File: config.mk
export PLATFORM = sky130hd
export DESIGN_NAME = fetch_pc_sequencer
export DESIGN_NICKNAME = d
export VERILOG_FILES = /design/src/rtl/fetch_pc_sequencer.sv
export SDC_FILE = /design/constraint.sdc
export NUM_CORES = 1
export LEC_CHECK = 0
export ABC_CLOCK_PERIOD_IN_PS = 1700
export CAP_MARGIN = 10
export CORE_MARGIN = 1
export CORE_UTILIZATION = 38
export CTS_BUF_LIST = sky130_fd_sc_hd__clkbuf_8
export DETAILED_ROUTE_END_ITERATION = 8
export GPL_TIMING_DRIVEN = 0
export PLACE_DENSITY = 0.89
export SYNTH_ARGS = -nofsm -noshare
export SYNTH_HDL_FRONTEND = slang
export SYNTH_SLANG_ARGS = --single-unit
File: constraint.sdc
create_clock -name clk -period 1.7 [get_ports clk]
set_input_delay 0.17 -clock clk [delete_from_list [all_inputs] [get_ports clk]]
set_output_delay 0.17 -clock clk [all_outputs]
set_load 0.005 [all_outputs]
File: src/rtl/fetch_pc_sequencer.sv
// Front-end next-PC selection: arbitrates commit/EX/ID redirects, BTB predictions
// and sequential advance, and sequences squash bubbles after back-end redirects.
module fetch_pc_sequencer #(
    parameter int                    PC_WIDTH      = 32,
    parameter int                    FETCH_WIDTH   = 4,
    parameter int                    SQUASH_CYCLES = 2,
    parameter logic [PC_WIDTH-1:0]   RESET_PC      = '0
) (
    input  logic                clk,
    input  logic                reset,
    input  logic                recoverFlag_i,
    input  logic [PC_WIDTH-1:0] recoverPC_i,
    input  logic                flagRecoverEX_i,
    input  logic [PC_WIDTH-1:0] targetAddrEX_i,
    input  logic                flagRecoverID_i,
    input  logic [PC_WIDTH-1:0] targetAddrID_i,
    input  logic                btbTaken_i,
    input  logic [PC_WIDTH-1:0] btbTarget_i,
    input  logic                stall_i,
    input  logic                ctiQueueFull_i,
    output logic [PC_WIDTH-1:0] pc_o,
    output logic                fetchValid_o,
    output logic                flushFS1_o,
    output logic                flushFS2_o,
    output logic [1:0]          redirectSrc_o,
    output logic [15:0]         redirectCount_o
);

    typedef enum logic [1:0] {BOOT, RUN, SQUASH} state_t;

    localparam logic [PC_WIDTH-1:0] STEP        = PC_WIDTH'(FETCH_WIDTH * 8);
    localparam logic [PC_WIDTH-1:0] ALIGN_MASK  = ~PC_WIDTH'(7);
    localparam logic [3:0]          SQUASH_LOAD = 4'(SQUASH_CYCLES);

    state_t              state, state_next;
    logic [3:0]          bubble_cnt, bubble_next;
    logic [PC_WIDTH-1:0] pc_next;
    logic                hold;
    logic                back_redirect;
    logic                id_redirect;

    assign hold          = stall_i | ctiQueueFull_i;
    assign back_redirect = (state != BOOT) & (recoverFlag_i | flagRecoverEX_i);
    assign id_redirect   = (state == RUN) & flagRecoverID_i & ~recoverFlag_i & ~flagRecoverEX_i;

    // Back-end redirects are applied last so they override whatever the state chose.
    always_comb begin
        state_next    = state;
        bubble_next   = bubble_cnt;
        pc_next       = pc_o;
        fetchValid_o  = 1'b0;
        flushFS1_o    = 1'b0;
        flushFS2_o    = 1'b0;
        redirectSrc_o = 2'd0;

        case (state)
            BOOT: state_next = RUN;
            RUN: begin
                fetchValid_o = ~hold & ~back_redirect;
                if (flagRecoverID_i)
                    pc_next = targetAddrID_i & ALIGN_MASK;
                else if (!hold)
                    pc_next = btbTaken_i ? (btbTarget_i & ALIGN_MASK) : (pc_o + STEP);
            end
            SQUASH: begin
                bubble_next = (bubble_cnt == 4'd0) ? 4'd0 : bubble_cnt - 4'd1;
                if (bubble_cnt <= 4'd1)
                    state_next = RUN;
            end
            default: state_next = BOOT;
        endcase

        if (back_redirect) begin
            flushFS1_o    = 1'b1;
            flushFS2_o    = 1'b1;
            bubble_next   = SQUASH_LOAD;
            state_next    = (SQUASH_CYCLES == 0) ? RUN : SQUASH;
            pc_next       = (recoverFlag_i ? recoverPC_i : targetAddrEX_i) & ALIGN_MASK;
            redirectSrc_o = recoverFlag_i ? 2'd3 : 2'd2;
        end else if (id_redirect) begin
            flushFS1_o    = 1'b1;
            redirectSrc_o = 2'd1;
        end
    end

    always_ff @(posedge clk or posedge reset) begin
        if (reset) begin
            state           <= BOOT;
            bubble_cnt      <= 4'd0;
            pc_o            <= RESET_PC;
            redirectCount_o <= 16'd0;
        end else begin
            state      <= state_next;
            bubble_cnt <= bubble_next;
            pc_o       <= pc_next;
            if ((back_redirect | id_redirect) && redirectCount_o != 16'hFFFF)
                redirectCount_o <= redirectCount_o + 16'd1;
        end
    end

endmodule

==> results of run 1 <==
## sequential cells by signal, indices dropped and copies added (netlist names)
signal and flops:
redirectCount_o 16, pc_o 29, bubble_cnt 4, state 2
## through the flow
stage | cells | hold slack (ns)
2_1_floorplan | 453 | 0.333
3_3_place_gp | 758 | 0.472
3_5_place_dp | 759 | 0.489
4_1_cts | 834 | 0.170
5_1_grt | 853 | 0.210
6_report | 853 | 0.163
## synthesized netlist by cell type, drive strengths merged (8+ instances only)
master  number  area [um^2]
nand2       33          124
nand2b      11         68.8
dfrtp       51         1280
nand4       15          106
mux2i       13          130
a221oi       9         78.8
buf         15         90.1
o21ai       25          125
clkbuf      19         71.3
a21oi       27          139
nor2        35          131
nand3       13         65.1
o31ai        9         72.6
nor3        18          100
xnor2       13          114
o22ai        8         50.1
a211oi      10         75.1
nor2b       11         68.8
a221o        8         80.1
inv         14         52.6
## power by group
part | switching [mW] | total, mW | internal, mW
sequential | 0.698 | 2.43 | 1.74
combinational | 3.33 | 7.28 | 3.95
clock | 0.472 | 0.912 | 0.440
total | 4.50 | 10.6 | 6.13
## per-layer routing
| layer | vias to the layer above | routed length (um) | share of wire, % | track usage (%) |
|---|---|---|---|---|
| met4 | 0 | 1220 | 6.2 | 19.8 |
| met5 | - | 0 | 0 | 0 |
| li1 | 2241 | - | - | - |
| met2 | 476 | 9250 | 47 | 58.1 |
| met1 | 2515 | 6930 | 35 | 38.8 |
| met3 | 113 | 2200 | 11 | 8.55 |
## cell usage in the layout, fill, tap and decap left out, types with 12 or more instances in the layout
| cell type | netlist | final |
|---|---|---|
| inv_1 | 14 | 12 |
| nor2_1 | 35 | 29 |
| clkdlybuf4s50_1 | 0 | 165 |
| nand4_1 | 13 | 13 |
| xnor2_1 | 13 | 12 |
| a21oi_1 | 26 | 16 |
| nand2_1 | 33 | 30 |
| buf_6 | 1 | 26 |
| dfrtp_2 | 0 | 16 |
| dfrtp_1 | 51 | 35 |
| mux2i_1 | 13 | 13 |
| buf_4 | 4 | 65 |
## critical path: stages, from the launching register on
cell     delay (ns)
dfrtp_1        0.43
nand4_1        0.37
buf_6          0.28
nor3_4         0.25
nand4_1        0.25
o31a_1         0.35
o32ai_2        0.21
## logic make-up after synthesis
group,synth area share (%)
compound gates,26.1
xor+xnor,4.58
fa+ha+maj,0.654
buf+inv,5.69
flops,33.4
mux,5.46
other cells,0.0980
simple gates,24.1
## path summary, 6_finish.rpt
check / start / endpoint / slack, ns / cells past startpoint
max reg2reg: pc_o[23]$_DFFE_PP0P_ / pc_o[27]$_DFFE_PP0P_ / -0.53 / 6
min: reset / redirectCount_o[1]$_DFFE_PP0P_ / 0.16 / 2
max: pc_o[23]$_DFFE_PP0P_ / pc_o[27]$_DFFE_PP0P_ / -0.53 / 6
min reg2reg: redirectCount_o[13]$_DFFE_PP0P_ / redirectCount_o[13]$_DFFE_PP0P_ / 0.50 / 1
max in group asynchronous: reset / pc_o[17]$_DFFE_PP0P_ / 0.99 / 3
min in group clk: targetAddrID_i[11] / pc_o[11]$_DFFE_PP0P_ / 0.44 / 3
## final cells by class
type / instances / area, um^2 / share of cell area [%]
inverter: 15 / 56.3 / 0.759
multi-input combinational: 353 / 2910 / 39.2
sequential: 51 / 1300 / 17.5
tap: 133 / 166 / 2.24
buffer: 32 / 312 / 4.20
timing repair buffer: 261 / 2570 / 34.6
clock buffer: 5 / 68.8 / 0.927
clock inverter: 3 / 43.8 / 0.590
## timing repair
action	4_1_cts	5_1_grt
gates cloned	3	0
setup endpoints to repair	50	40
setup buffers	66	19
gates resized for setup	173	59
pin swaps	34	21
==> summary.txt, run 1 <==
Finish
  – Fin nets: 857
  – # diodes: 0
  – Post-route cell area: about 7400 um^2
  – Fill cell count: about 620
  – Final core occ: approximately 76%
  – P&R area growth vs syn: 94.0%
  – Proportion of layout cells with a drive suffix above 1: 34.2%

Timing
  – Period minus WS final: between 2 and 2.5 ns
  – Setup-failing EPs final: 39
  – RSZ-0062 raised after global routing: true
  – Layout Skew: between 0.009 and 0.01 ns
  – Period utilization: 131%
  – Final hold viol count: 0
  – Slew HR: a little under three fifths
  – Count of pins over their slew limit: 0
  – Slew @ Worst Pin: roughly 0.66 ns
  – Worst setup margin: -0.531 ns
  – Fmax: ~450 MHz
  – Setup TNS: -6.23 ns

Global route
  – GRT Overall Usage: between 30% and 40%
  – Pin count of the biggest net entering global routing: 34
  – Global-route wire length before repair: 26,700 um
  – Vias in the first global route: 5,133
  – Initial antenna violation count: 0
  – Grt ovf: 0

Pwr
  – Leak Pwr: 2.95 nW
  – Worst vdd ir: 0.853 mV
  – Total Power Consumption: 10.6 mW
  – Pwr Density: approximately 1400 nW/um^2

Setup path
  – CP endpoint kind: register
  – WP data arrival: approximately 2.5 ns
  – CP required: between 1.5 and 2 ns
  – Crit start category: register
  – Critical path type: reg -> reg
  – Worst Path Max Fanout: 5

CTS
  – Root buf cell: clkbuf_8
  – Sink Count: approximately 50
  – Total CTS buffers: 5
  – Clock transition at path regs: 0.11 ns
  – Worst-Skew Late Latency: ~0.32 ns
  – H-tree depth: 2
  – Hold buffer count at cts: 0
  – TritonCTS clock tree: done
  – Clk buf depth: 2

Logic synthesis
  – Syn_area_per_cell: between 8 and 9 um^2
  – Sequential area share after synthesis: 33.4%
  – Post-synth EDFFs: 0
  – Mapped Cells: about 450
  – Synth cell types: 66
  – Synth Warn #: 0
  – Number of synthesized register bits: 51
  – Synthesized area: approximately 3800 um^2
  – Post-synth top flop: dfrtp_1
  – FFs w/ async S/R, synth: between 90% and 100%

Routing
  – Pre-Repair DR Iteration Count: 9
  – Drt drc: 2
  – Final WL: ~20,000 um
  – Vias per Instance: 6.27
  – Post-route ant nets: 0
  – Vias post-DR: 5,345
  – DR iter-0 viols: 606
  – DR WL/cell: 23.0 um

Place
  – DP HPWL: around 11,000 um
  – Pre-CTS setup slack: -1.13 ns
  – IO Port Bufs: about 170
  – Placed cell area: between 5000 and 6000 um^2
  – GPL Wtd Cong: roughly 0.90

Floorplanning
  – Die area: 10,500 um^2
  – I/O Pins: 189
  – DIE HEIGHT: 102 um
  – Core area: approximately 10000 um^2
  – Initial core utilization: slightly below 40%
  – Die width: just over 100 um
  – Row Count: 36

Min path
  – Hold Path Class: in -> async

Status
  – Outcome: complete, but fails checks
  – Failing checks: design-rule violations, negative setup slack

Job
  – # Max-Cap Violations: 0
Note: power is estimated with default switching activity, not from simulation.
==> inputs of run 2 (changes only) <==
Settings changed: CAP_MARGIN 10 to default.
==> results of run 2 <==
The final DEF is identical to that of run 1; final timing and power are the same.
